--- config.mk ---
export PLATFORM = sky130hd
export DESIGN_NAME = mem_arbiter
export DESIGN_NICKNAME = d
export VERILOG_FILES = /design/src/rtl/mem_arbiter_pkg.sv /design/src/rtl/mem_arbiter_rr.sv /design/src/rtl/mem_arbiter.sv
export SDC_FILE = /design/constraint.sdc
export NUM_CORES = 1
export LEC_CHECK = 0
export ABC_AREA = 1
export BUFFER_PORTS_ARGS = -buffer_cell sky130_fd_sc_hd__buf_4
export CAP_MARGIN = 10
export CORE_ASPECT_RATIO = 0.9
export CORE_MARGIN = 3
export CORE_UTILIZATION = 41
export CTS_CLUSTER_SIZE = 12
export DETAILED_ROUTE_END_ITERATION = 6
export MAX_ROUTING_LAYER = met4
export PLACE_DENSITY = 0.93
export SLEW_MARGIN = 20
export SYNTH_ARGS = -nofsm -noshare
export SYNTH_HDL_FRONTEND = slang
export SYNTH_SLANG_ARGS = --single-unit
--- constraint.sdc ---
create_clock -name clk -period 2.65 [get_ports clk]
set_input_delay 0.265 -clock clk [delete_from_list [all_inputs] [get_ports clk]]
set_output_delay 0.265 -clock clk [all_outputs]
set_load 0.01 [all_outputs]
--- src/rtl/mem_arbiter_pkg.sv ---
`default_nettype none
// ============================================================================
//  Module   : mem_arbiter_pkg
//  Purpose  : Shared types and constants for the two-master memory arbiter.
//             Holds the access sequencer state encoding and master indices.
//  Contents : state_t (ST_IDLE, ST_ADDR, ST_DATA; 2-bit encoding)
//             M_CPU / M_DBG master index constants
//  Options  : none
//  Revision : 1.0 - initial release
// ============================================================================
package mem_arbiter_pkg;

  // Access sequencer states
  typedef enum logic [1:0] {
    ST_IDLE = 2'd0,  // no grant outstanding
    ST_ADDR = 2'd1,  // latched request drives the memory
    ST_DATA = 2'd2   // memory output valid, granted master acked
  } state_t;

  // Master indices (single bit: there are only two masters)
  localparam logic M_CPU = 1'b0;
  localparam logic M_DBG = 1'b1;

endpackage : mem_arbiter_pkg
`default_nettype wire

--- src/rtl/mem_arbiter_rr.sv ---
`default_nettype none
// ============================================================================
//  Module   : rr_arbiter2
//  Purpose  : Combinational two-way round-robin arbiter. A lone requester is
//             granted directly; on a tie the master that was not granted last
//             wins.
//  Ports    : req[1:0]     in   eligible request vector (bit n = master n)
//             last_grant   in   index of the most recently granted master
//             grant_valid  out  at least one master is eligible
//             grant_idx    out  index of the winning master
//  Options  : none
//  Revision : 1.0 - initial release
// ============================================================================
module rr_arbiter2
  import mem_arbiter_pkg::*;
(
  input  logic [1:0] req,
  input  logic       last_grant,
  output logic       grant_valid,
  output logic       grant_idx
);

  always_comb begin
    grant_valid = |req;
    grant_idx   = M_CPU;
    if (req == 2'b11) begin
      grant_idx = ~last_grant;
    end else if (req[1]) begin
      grant_idx = M_DBG;
    end
  end

endmodule : rr_arbiter2
`default_nettype wire

--- src/rtl/mem_arbiter.sv ---
`default_nettype none
// ============================================================================
//  Module   : mem_arbiter
//  Purpose  : Shares one single-port synchronous memory (1-cycle registered
//             read) between the CPU data port (master 0) and the debug/loader
//             port (master 1). Two-phase sequencer: ADDR drives the memory,
//             DATA returns mem_out and pulses the granted master's ack.
//  Ports    : clk, rst_n               clock, synchronous active-low reset
//             m0_req/we/addr/wdata     master 0 request (held until m0_ack)
//             m0_ack, m0_rdata         master 0 completion pulse / read data
//             m1_*                     same set for master 1
//             m1_lock                  (MEM_ARBITER_LOCK_EN only) burst lock
//             mem_we/addr/data         memory write enable, address, wdata
//             mem_out                  memory read data
//             busy                     sequencer not in IDLE
//  Options  : MEM_ARBITER_LOCK_EN - adds m1_lock; a locked master 1 that keeps
//             req high in DATA is re-granted directly for burst loads.
//  Revision : 1.0 - initial release
// ============================================================================
module mem_arbiter
  import mem_arbiter_pkg::*;
#(
  parameter int ADDR_WIDTH = 6,
  parameter int DATA_WIDTH = 16
) (
  input  logic                  clk,
  input  logic                  rst_n,
  // master 0 (CPU data port)
  input  logic                  m0_req,
  input  logic                  m0_we,
  input  logic [ADDR_WIDTH-1:0] m0_addr,
  input  logic [DATA_WIDTH-1:0] m0_wdata,
  output logic                  m0_ack,
  output logic [DATA_WIDTH-1:0] m0_rdata,
  // master 1 (debug / loader port)
  input  logic                  m1_req,
  input  logic                  m1_we,
  input  logic [ADDR_WIDTH-1:0] m1_addr,
  input  logic [DATA_WIDTH-1:0] m1_wdata,
`ifdef MEM_ARBITER_LOCK_EN
  input  logic                  m1_lock,
`endif
  output logic                  m1_ack,
  output logic [DATA_WIDTH-1:0] m1_rdata,
  // memory side
  output logic                  mem_we,
  output logic [ADDR_WIDTH-1:0] mem_addr,
  output logic [DATA_WIDTH-1:0] mem_data,
  input  logic [DATA_WIDTH-1:0] mem_out,
  output logic                  busy
);

  // --------------------------------------------------------------------------
  // Registered state
  // --------------------------------------------------------------------------
  state_t                r_state;
  logic                  r_last_grant;  // also the master served by ADDR/DATA
  logic                  r_we;
  logic [ADDR_WIDTH-1:0] r_addr;
  logic [DATA_WIDTH-1:0] r_wdata;

  // --------------------------------------------------------------------------
  // Arbitration
  // --------------------------------------------------------------------------
  logic [1:0] w_req;
  logic [1:0] w_elig;
  logic       w_arb_valid;
  logic       w_arb_idx;
  logic       w_lock_hold;
  logic       w_sel_valid;
  logic       w_sel_idx;

  assign w_req = {m1_req, m0_req};

  // Arbitration only matters in IDLE and DATA. In DATA the master being acked
  // still has its req high (it may only drop it next cycle), so it is masked
  // out to avoid serving the same request twice.
  always_comb begin
    w_elig = 2'b00;
    case (r_state)
      ST_IDLE: w_elig = w_req;
      ST_DATA: w_elig = w_req & ~{r_last_grant, ~r_last_grant};
      default: w_elig = 2'b00;
    endcase
  end

  rr_arbiter2 u_rr (
    .req         (w_elig),
    .last_grant  (r_last_grant),
    .grant_valid (w_arb_valid),
    .grant_idx   (w_arb_idx)
  );

`ifdef MEM_ARBITER_LOCK_EN
  // A locked loader that keeps requesting is re-granted straight from DATA,
  // bypassing both round-robin and the acked-master mask.
  assign w_lock_hold = (r_state == ST_DATA) && (r_last_grant == M_DBG) &&
                       m1_lock && m1_req;
`else
  assign w_lock_hold = 1'b0;
`endif

  assign w_sel_valid = w_arb_valid | w_lock_hold;
  assign w_sel_idx   = w_lock_hold ? M_DBG : w_arb_idx;

  // --------------------------------------------------------------------------
  // Sequencer and request latch
  // --------------------------------------------------------------------------
  always_ff @(posedge clk) begin
    if (!rst_n) begin
      r_state      <= ST_IDLE;
      r_last_grant <= M_DBG;  // CPU wins the first tie after reset
      r_we         <= 1'b0;
      r_addr       <= '0;
      r_wdata      <= '0;
    end else begin
      case (r_state)
        ST_IDLE, ST_DATA: begin
          if (w_sel_valid) begin
            r_state      <= ST_ADDR;
            r_last_grant <= w_sel_idx;
            // Latch the winner so later changes on its bus are ignored
            if (w_sel_idx == M_DBG) begin
              r_we    <= m1_we;
              r_addr  <= m1_addr;
              r_wdata <= m1_wdata;
            end else begin
              r_we    <= m0_we;
              r_addr  <= m0_addr;
              r_wdata <= m0_wdata;
            end
          end else begin
            r_state <= ST_IDLE;
          end
        end
        ST_ADDR: r_state <= ST_DATA;
        default: r_state <= ST_IDLE;
      endcase
    end
  end

  // --------------------------------------------------------------------------
  // Outputs
  // --------------------------------------------------------------------------
  logic w_in_data;

  // rst_n gates the write strobe and the acks so a reset asserted in ADDR or
  // DATA neither commits a write nor completes a handshake.
  assign mem_we    = (r_state == ST_ADDR) & r_we & rst_n;
  assign mem_addr  = r_addr;
  assign mem_data  = r_wdata;

  assign w_in_data = (r_state == ST_DATA) & rst_n;
  assign m0_ack    = w_in_data & (r_last_grant == M_CPU);
  assign m1_ack    = w_in_data & (r_last_grant == M_DBG);
  assign m0_rdata  = m0_ack ? mem_out : '0;
  assign m1_rdata  = m1_ack ? mem_out : '0;

  assign busy      = (r_state != ST_IDLE);

endmodule : mem_arbiter
`default_nettype wire

==> results.txt, run 1 <==
Number of fillers in the final layout = 304
Pint = 0.000695 W
Worst-Skew Late Latency = 0.26 ns
Clk pin slew, worst setup/hold paths = 0.08 ns
Vias in the first global route = 1792
Seq pwr share = 0.455
Outcome = completed
Placer congestion estimate = 0.854
Detailed placer's ending HPWL = 3810 um
Static leakage = 1.51 nW
Core Region = 0.00343 mm^2
Initial antenna violation count = 0
Cell Chain, Critical Path = inv_1 > nand4_1 > nor2_1 > buf_4
CP startpoint kind = flop
Seq/Total Area, Yosys = 0.349
Finished Core Util = 0.719
Synth top area cells = dfxtp_1 35%, nand2_1 30%, nand4_1 10%, nor2_1 8.3%, inv_1 5.8%
Starting Density = 0.435
Start-to-end type of the worst setup path = flop to output pin
First-pass GRT wire length = 8170 um
Setup-failing EPs final = 0
FFs w/ async S/R, synth = 0
Worst r2r src = r_state[1]
DR iter-0 viols = 62
Max Cap Violations = 0
FP Rows = 20
CTS Hold Bufs = 0
RSZ-0062 raised after global routing = false
Synthesized area = 0.00149 mm^2
Post-Route Hold Slack = 0.214 ns
GRT Residual Overflow = 0
GR Util All Layers = 0.228
H-tree depth = 1
CP Capture Type = output pin
Clk network pwr share = 0.217
Number of CTS-inserted buffers = 3
Layout area overhead = 65.2%
Max frequency = 502 MHz
Critical path's largest stage delay = 0.55 ns
Overall Power = 0.00100 W
Slowest-stage cell, CP = nand4_1
Crit. Startpoint = r_state[0]
Post-Route WL = 4980 um
Die area = 0.00440 mm^2
Final ANT Viol Nets = 0
Final min period = 1.99 ns
CTS tree = built
Final worst path period share = 0.751
Setup bufs post-CTS = 0
Diode count = 0
Hold path start = rst_n
Sink Count = 26
Gate Count Post-Synth = 252
Combinational power share = 0.328
Drt drc = 0
Pin count of the biggest net entering global routing = 26
Power density over cell area = 407 mW/mm^2
Most common cell in the netlist = nand2_1
Crit path DAT = 1.73 ns
Top cell type's share of synthesized area = 0.349
Sw frac = 0.307
First-pass DRT Iterations = 4
Hold path cells = 2
Cell taking the most area after synthesis = dfxtp_1
Worst-margin pin slew = 0.664 ns
Register bit total from synthesis = 26
Met3 Use GR = 0.0415
Post-synth top cells = 119 x nand2_1, 33 x nor2_1, 26 x dfxtp_1
CTS resizes = 0
Clock Skews = 0.00483 ns
Port buffer count = 123
Number of I/O pins = 124
Grt met1 use = 0.281
Worst Path Buf+Inv = 2
Die Ht = 63.2 um
Met2 usage = 0.383
Rel. slew slack = 0.556
Die X = 69.6 um
Crit path max fanout = 17
Synth Flop Type = dfxtp_1
Switching power = 0.000308 W
Worst path top cell family by delay = simple AND/OR/NAND/NOR gates
Final Max Tran Viols = 0
Final hold vios = 0
Global route hottest layer = met2
CP Data Required Time = 2.38 ns
DR vias/cell = 4.78
Share of layout cells above drive strength 1 = 0.371
Worst reg2reg path depth = 7
Syn nets = 318
Nets = 435
Via count = 1965
Syn. warnings = 0
Clock Path Buffers = 2
Post-synth EDFFs = 0
Stages on worst setup path = 4
Mean post-synth cell area = 5.92 um^2
Hold Crit Class = primary input to flop
Count of cell types in the netlist = 18
Wire length per cell = 12.1 um
Setup tns final = 0 ns
Max VDD drop = 267 uV
Clk root buf = clkbuf_8
[metrics by stage]
step / cell area (um^2) / cells / setup WS [ns]
after floorplan: 1490 / 252 / 1.31
after global placement: 2420 / 408 / 0.862
after detailed placement: 2420 / 408 / 0.828
after CTS: 2470 / 411 / 0.668
after global routing: 2470 / 411 / 0.416
final: 2470 / 411 / 0.660
[cells by family (layout without fill, tap and decap cells)]
logic type | Yosys count | after routing | synth area share
AOI/OAI and AO/OA | 1 | 1 | 0.0109
DFF | 26 | 26 | 0.349
buffers and inverters | 38 | 153 | 0.109
and+or+nand+nor | 187 | 187 | 0.531
[state kept, by name (all words and copies together), names as in the netlist]
| register | flops |
|---|---|
| r_state | 2 |
| mem_data | 16 |
| r_we | 1 |
| r_last_grant | 1 |
| mem_addr | 6 |
[power groups by stage]
stage	logic [W]	registers, W	clock network (W)
after detailed placement	0.000332	0.000464	0
after global placement	0.000323	0.000464	0
final	0.000329	0.000457	0.000217
after CTS	0.000332	0.000456	0.000217
after floorplan	0.000147	0.000477	0
after global routing	0.000368	0.000461	0.000235
[final timing paths]
| check | end | slack, ns |
|---|---|---|
| setup / recovery | m0_rdata[3] | 0.66 |
| hold reg to reg | mem_addr[3] | 0.46 |
| setup reg to reg | r_we | 0.80 |
| hold / removal | r_last_grant | 0.21 |
[per-layer routing]
layer | wire (um) | vias to the layer above | share of wire
li1 | - | 1008 | -
met1 | 2020 | 851 | 0.41
met2 | 2450 | 98 | 0.49
met3 | 446 | 8 | 0.090
met4 | 59 | 0 | 0.012
met5 | 0 | - | 0
[final cells by class]
class                      instances  area [um^2]  share of cell area
timing repair buffer             127          953               0.387
sequential                        26          520               0.211
tap                               44         55.1              0.0223
inverter                          23         86.3              0.0350
multi-input combinational        188          810               0.328
clock buffer                       3         41.3              0.0167
[cell usage in the layout (no fill, tap or decap), drive strengths merged]
| cell type | netlist | final |
|---|---|---|
| nand3 | 4 | 4 |
| clkbuf | 4 | 3 |
| a21oi | 1 | 1 |
| or2 | 1 | 1 |
| nor2 | 35 | 35 |
| nor3 | 1 | 1 |
| dfxtp | 26 | 26 |
| nand4 | 25 | 25 |
| and2 | 1 | 1 |
| nand2 | 120 | 120 |
| buf | 11 | 127 |
| inv | 23 | 23 |
[worst register-to-register path, stage by stage, from the launching register on]
cell,delay (ns)
dfxtp_1,0.36
nand2_2,0.40
nand3_1,0.44
buf_4,0.31
nand2_1,0.06
nand2_1,0.05
nand2_1,0.07
nand2_1,0.06
No activity file was read; power rests on OpenSTA's default activity.
==> run 2: changes to the inputs <==
Settings changed: ABC_AREA 1 to 0, CORE_UTILIZATION 41 to 38, PLACE_DENSITY 0.93 to 0.88.
Clock period 2.65 ns to 2 ns, I/O delays scaled along.
==> run 2 against run 1 <==
Compared with the run above:
- utilization shrank 2.0 points
- register-to-register slack lost 0.31 ns
- routed wire length shrank 8.2%
- design area grew 0.10%
- combinational power grew 21%
- critical path depth grew 1
- critical path type unchanged
- first-iteration DRC count shrank 47%
- sequential cell count is the same
- highest routed layer unchanged
- setup slack lost 0.21 ns
- sequential power grew 33%
- largest power group unchanged
- die area grew 5.4%
- power grew 34%
==> results.txt, run 2 <==
DR iter-0 viols = 33
Clock Path Buffers = 2
Max VDD drop = 369 uV
Synth top area cells = dfxtp_1 35%, o2bb2ai_2 19%, mux2i_1 16%, and2_1 14%, buf_12 2.7%
Layout area overhead = 68.3%
Share of layout cells above drive strength 1 = 0.608
Vias in the first global route = 1499
Initial antenna violation count = 0
Final hold vios = 0
Via count = 1406
CTS resizes = 0
Port buffer count = 123
Count of cell types in the netlist = 25
Rel. slew slack = 0.708
Worst-Skew Late Latency = 0.27 ns
Clk pin slew, worst setup/hold paths = 0.09 ns
Mean post-synth cell area = 11.1 um^2
CP startpoint kind = flop
Sequential cell area = 520 um^2
Power density over cell area = 543 mW/mm^2
Max reg flops = 16
Starting Density = 0.416
Gate Count Post-Synth = 132
CP Data Required Time = 1.80 ns
Top cell type's share of synthesized area = 0.355
H-tree depth = 1
Detailed placer's ending HPWL = 3700 um
Pin count of the biggest net entering global routing = 25
Diode count = 0
Final ANT Viol Nets = 0
Register bit total from synthesis = 26
GRT Residual Overflow = 0
FP Rows = 20
First-pass GRT wire length = 7120 um
Die Ht = 64.9 um
CTS tree = built
Drt drc = 0
Post-Route WL = 4570 um
Most common cell in the netlist = and2_1
FFs w/ async S/R, synth = 0
Post-synth top cells = 33 x and2_1, 26 x dfxtp_1, 23 x mux2i_1
First-pass DRT Iterations = 4
Synth Flop Type = dfxtp_1
Outcome = completed
Max Cap Violations = 0
Seq/Total Area, Yosys = 0.355
Finished Core Util = 0.700
Clock Skews = 0.00202 ns
Synthesized area = 0.00147 mm^2
Cell taking the most area after synthesis = dfxtp_1
Syn nets = 198
Die area = 0.00464 mm^2
Post-synth EDFFs = 0
Final worst path period share = 0.774
Start-to-end type of the worst setup path = flop to output pin
Setup bufs post-CTS = 0
Die X = 71.5 um
Setup-failing EPs final = 0
CP Capture Type = output pin
RSZ-0062 raised after global routing = false
Static leakage = 1.32 nW
DR vias/cell = 4.70
Worst slack, placed = 0.515 ns
Placer congestion estimate = 0.709
Crit path max fanout = 17
Number of I/O pins = 124
Multi-input logic area = 861 um^2
CTS Hold Bufs = 0
Hold Crit Class = primary input to flop
Wire length per cell = 15.3 um
Setup tns final = 0 ns
Most common cell after layout, fill and taps aside = buf_4
Sink Count = 26
Worst R2R Setup Slack = 0.49 ns
Nets = 322
Core Region = 0.00353 mm^2
Max frequency = 646 MHz
Number of fillers in the final layout = 305
GR Util All Layers = 0.199
Syn. warnings = 0
Number of CTS-inserted buffers = 3
Final min period = 1.55 ns
Commonest cells after routing, fill and taps aside = 127 x buf_4, 33 x and2_1, 26 x dfxtp_1
Worst-margin pin slew = 0.436 ns
Final Max Tran Viols = 0
Clk root buf = clkbuf_8
Crit path DAT = 1.35 ns
Setup ws final = 0.451 ns
-- run 2: cell families (layout without fill, tap and decap cells) --
group,Yosys count,count (layout),share of synthesized area
flops,26,26,0.355
simple gates,46,46,0.195
mux,23,23,0.157
compound gates,27,27,0.235
buf+inv,10,133,0.0580
-- run 2: path summary, 6_finish.rpt --
path / start / endpoint / depth (start not counted)
worst min-delay path: rst_n / r_last_grant / 2
worst max-delay path: r_last_grant / m0_rdata[14] / 5
worst min register to register: r_we / r_we / 1
worst max register to register: r_state[0] / mem_data[1] / 5
-- run 2: stage by stage --
stage               hold slack [ns]  instance area, um^2  total power (W)  instances
floorplan                     0.262                 1470         0.000814        132
global placement              0.421                 2410          0.00101        295
detailed placement            0.424                 2410          0.00102        295
CTS                           0.134                 2470          0.00135        299
global route                  0.136                 2470          0.00140        299
finish                        0.140                 2470          0.00134        299
-- run 2: where the power goes --
| part | leakage (nW) | total [W] | switching, W | internal, W |
|---|---|---|---|---|
| Clock | 0.0288 | 0.000333 | 0.000158 | 0.000176 |
| Sequential | 0.215 | 0.000608 | 0.0000395 | 0.000568 |
| Combinational | 1.07 | 0.000399 | 0.000169 | 0.000230 |
| Total | 1.32 | 0.00134 | 0.000366 | 0.000974 |
-- run 2: critical path, stage by stage, from the launching register on --
cell      delay, ns
dfxtp_1        0.35
nand2b_1       0.17
nor2_1         0.10
buf_4          0.20
and2_1         0.15
buf_4          0.12
-- run 2: metal layers --
metal	GRT usage	vias to the layer above	wire [um]
met5	-	-	0
met4	0.0376	0	38
met3	0.0465	4	217
met2	0.357	38	2560
li1	-	718	-
met1	0.226	646	1760
-- run 2: cell type report --
cell class | count | area share
Multi-Input combinational cell | 96 | 0.349
Inverter | 1 | 0.00152
Timing Repair Buffer | 128 | 0.394
Clock buffer | 4 | 0.0223
Sequential cell | 26 | 0.211
Tap cell | 44 | 0.0223
==> run 3: changes to the inputs <==
Settings changed: ABC_AREA 0 to 1, CORE_UTILIZATION 38 to 35, PLACE_DENSITY 0.88 to 0.85.
Clock period 2 ns to 1.3 ns, I/O delays scaled along.
==> run 3 against run 2 <==
Compared with the run above:
- cell count up 44%
- the run now ends with negative setup slack left
- clock skew rose by 0.0037 ns
- sequential share of layout area fell by 2.6 points
- power grew 76%
- via count increased by 47%
- utilization up 2.9 points
==> results.txt, run 3 (same netlist as run 1, synthesis figures left out) <==
Worst-margin pin slew = 0.223 ns
Port buffer count = 123
Setup ws final = -0.164 ns
Setup tns final = -3.53 ns
Worst r2r src = r_last_grant
GRT Residual Overflow = 0
Die X = 74.8 um
Number of I/O pins = 124
Wire length per cell = 12.9 um
Worst path top cell family by delay = buffers and inverters
First-pass GRT wire length = 7300 um
Number of fillers in the final layout = 311
Sink Count = 26
Die Ht = 68.0 um
Cell Chain, Critical Path = inv_2 > nand4_1 > buf_6 > nor2_1 > buf_4
DR vias/cell = 4.80
Nets = 451
Worst Path Buf+Inv = 3
Max frequency = 683 MHz
Clk pin slew, worst setup/hold paths = 0.09 ns
Setup-failing EPs final = 34
Placed insts = 420
Core Region = 0.00392 mm^2
Number of CTS-inserted buffers = 3
Placer congestion estimate = 0.814
Detailed placer's ending HPWL = 3830 um
RSZ-0062 raised after global routing = true
Starting Density = 0.381
Worst R2R Setup Slack = 0.06 ns
Max reg flops = 16
CTS tree = built
Overall Power = 0.00236 W
Crit path DAT = 1.33 ns
Drt drc = 0
Critical path's largest stage delay = 0.33 ns
Start-to-end type of the worst setup path = flop to output pin
Layout Cells excl Fill = 430
Power density over cell area = 828 mW/mm^2
Final worst path period share = 1.13
Slowest-stage cell, CP = dfxtp_2
Worst Setup EP = m0_rdata[3]
Max Cap Violations = 0
Layout area overhead = 91.0%
Clock Path Buffers = 2
Outcome = finished, violations left
CP Data Required Time = 1.17 ns
Post-Route Hold Slack = 0.0841 ns
Worst-Skew Late Latency = 0.26 ns
Clock Skews = 0.00572 ns
Rel. slew slack = 0.850
Worst slack, placed = 0.0949 ns
Die area = 0.00509 mm^2
CP startpoint kind = flop
Post-Route WL = 5540 um
Initial antenna violation count = 0
Via count = 2062
CP Capture Type = output pin
RR Endpoint = mem_data[7]
Worst reg2reg path depth = 7
Pin count of the biggest net entering global routing = 24
Crit. Startpoint = r_state[0]
Final ANT Viol Nets = 0
Final Max Tran Viols = 0
Hold Crit Class = primary input to flop
Static leakage = 1.61 nW
First-pass DRT Iterations = 4
Stages on worst setup path = 5
GR Util All Layers = 0.185
FP Rows = 21
Failing checks = negative setup slack
Clk root buf = clkbuf_8
Commonest cells after routing, fill and taps aside = 121 x buf_4, 118 x nand2_1, 25 x nand4_1
Vias in the first global route = 1626
Most common cell after layout, fill and taps aside = buf_4
Final min period = 1.46 ns
CTS Hold Bufs = 0
Final hold vios = 0
Share of layout cells above drive strength 1 = 0.482
DR iter-0 viols = 84
Max VDD drop = 493 uV
H-tree depth = 1
Diode count = 0
Crit path max fanout = 9
run 3: how the worst min path moves through the flow:
stage | start | endpoint | slack, ns | cells after the start
after floorplan | rst_n | r_last_grant | 0.21 | 1
after global placement | rst_n | r_last_grant | 0.35 | 2
final | rst_n | r_last_grant | 0.08 | 2
after detailed placement | rst_n | r_last_grant | 0.36 | 2
after global routing | rst_n | r_last_grant | 0.08 | 2
after CTS | rst_n | r_last_grant | 0.08 | 2
run 3: worst register-to-register path: stages (launching register included):
cell and delay, ns:
dfxtp_2 0.34, buf_4 0.14, nand2_2 0.12, nand3_4 0.11, a21oi_4 0.19, buf_6 0.17, nand2_1 0.08, nand2_1 0.05
run 3: power breakdown:
group          leakage (nW)  internal [W]  switching, W
sequential            0.215      0.000880     0.0000466
clock                0.0357      0.000411      0.000237
combinational          1.36      0.000397      0.000389
run 3: through the flow:
stage,cell area [um^2],util
after global placement,2510,0.642
after CTS,2680,0.686
final,2850,0.728
after floorplan,1490,-
after detailed placement,2510,0.642
after global routing,2850,0.728
run 3: what timing repair did:
| item | 4_1_cts | 5_1_grt |
|---|---|---|
| cloned | 2 | 0 |
| setup buffers | 4 | 0 |
| pin swaps | 2 | 2 |
| endpoints found under the setup margin | 35 | 58 |
| resized for setup | 24 | 46 |
run 3: layout make-up:
class                   count  area, um^2  area share
repair buffers            143        1160       0.409
clock buffers               3        41.3      0.0145
clock inverters             1        30.0      0.0105
multi-input cells         188         945       0.331
inverters                  23        86.3      0.0303
flip-flops and latches     26         527       0.185
well taps                  46        57.6      0.0202
run 3: routing by layer:
layer / global-route usage / routed length, um
met3: 0.0323 / 493
met2: 0.335 / 2780
met1: 0.218 / 2200
met4: 0.0267 / 71
met5: - / 0
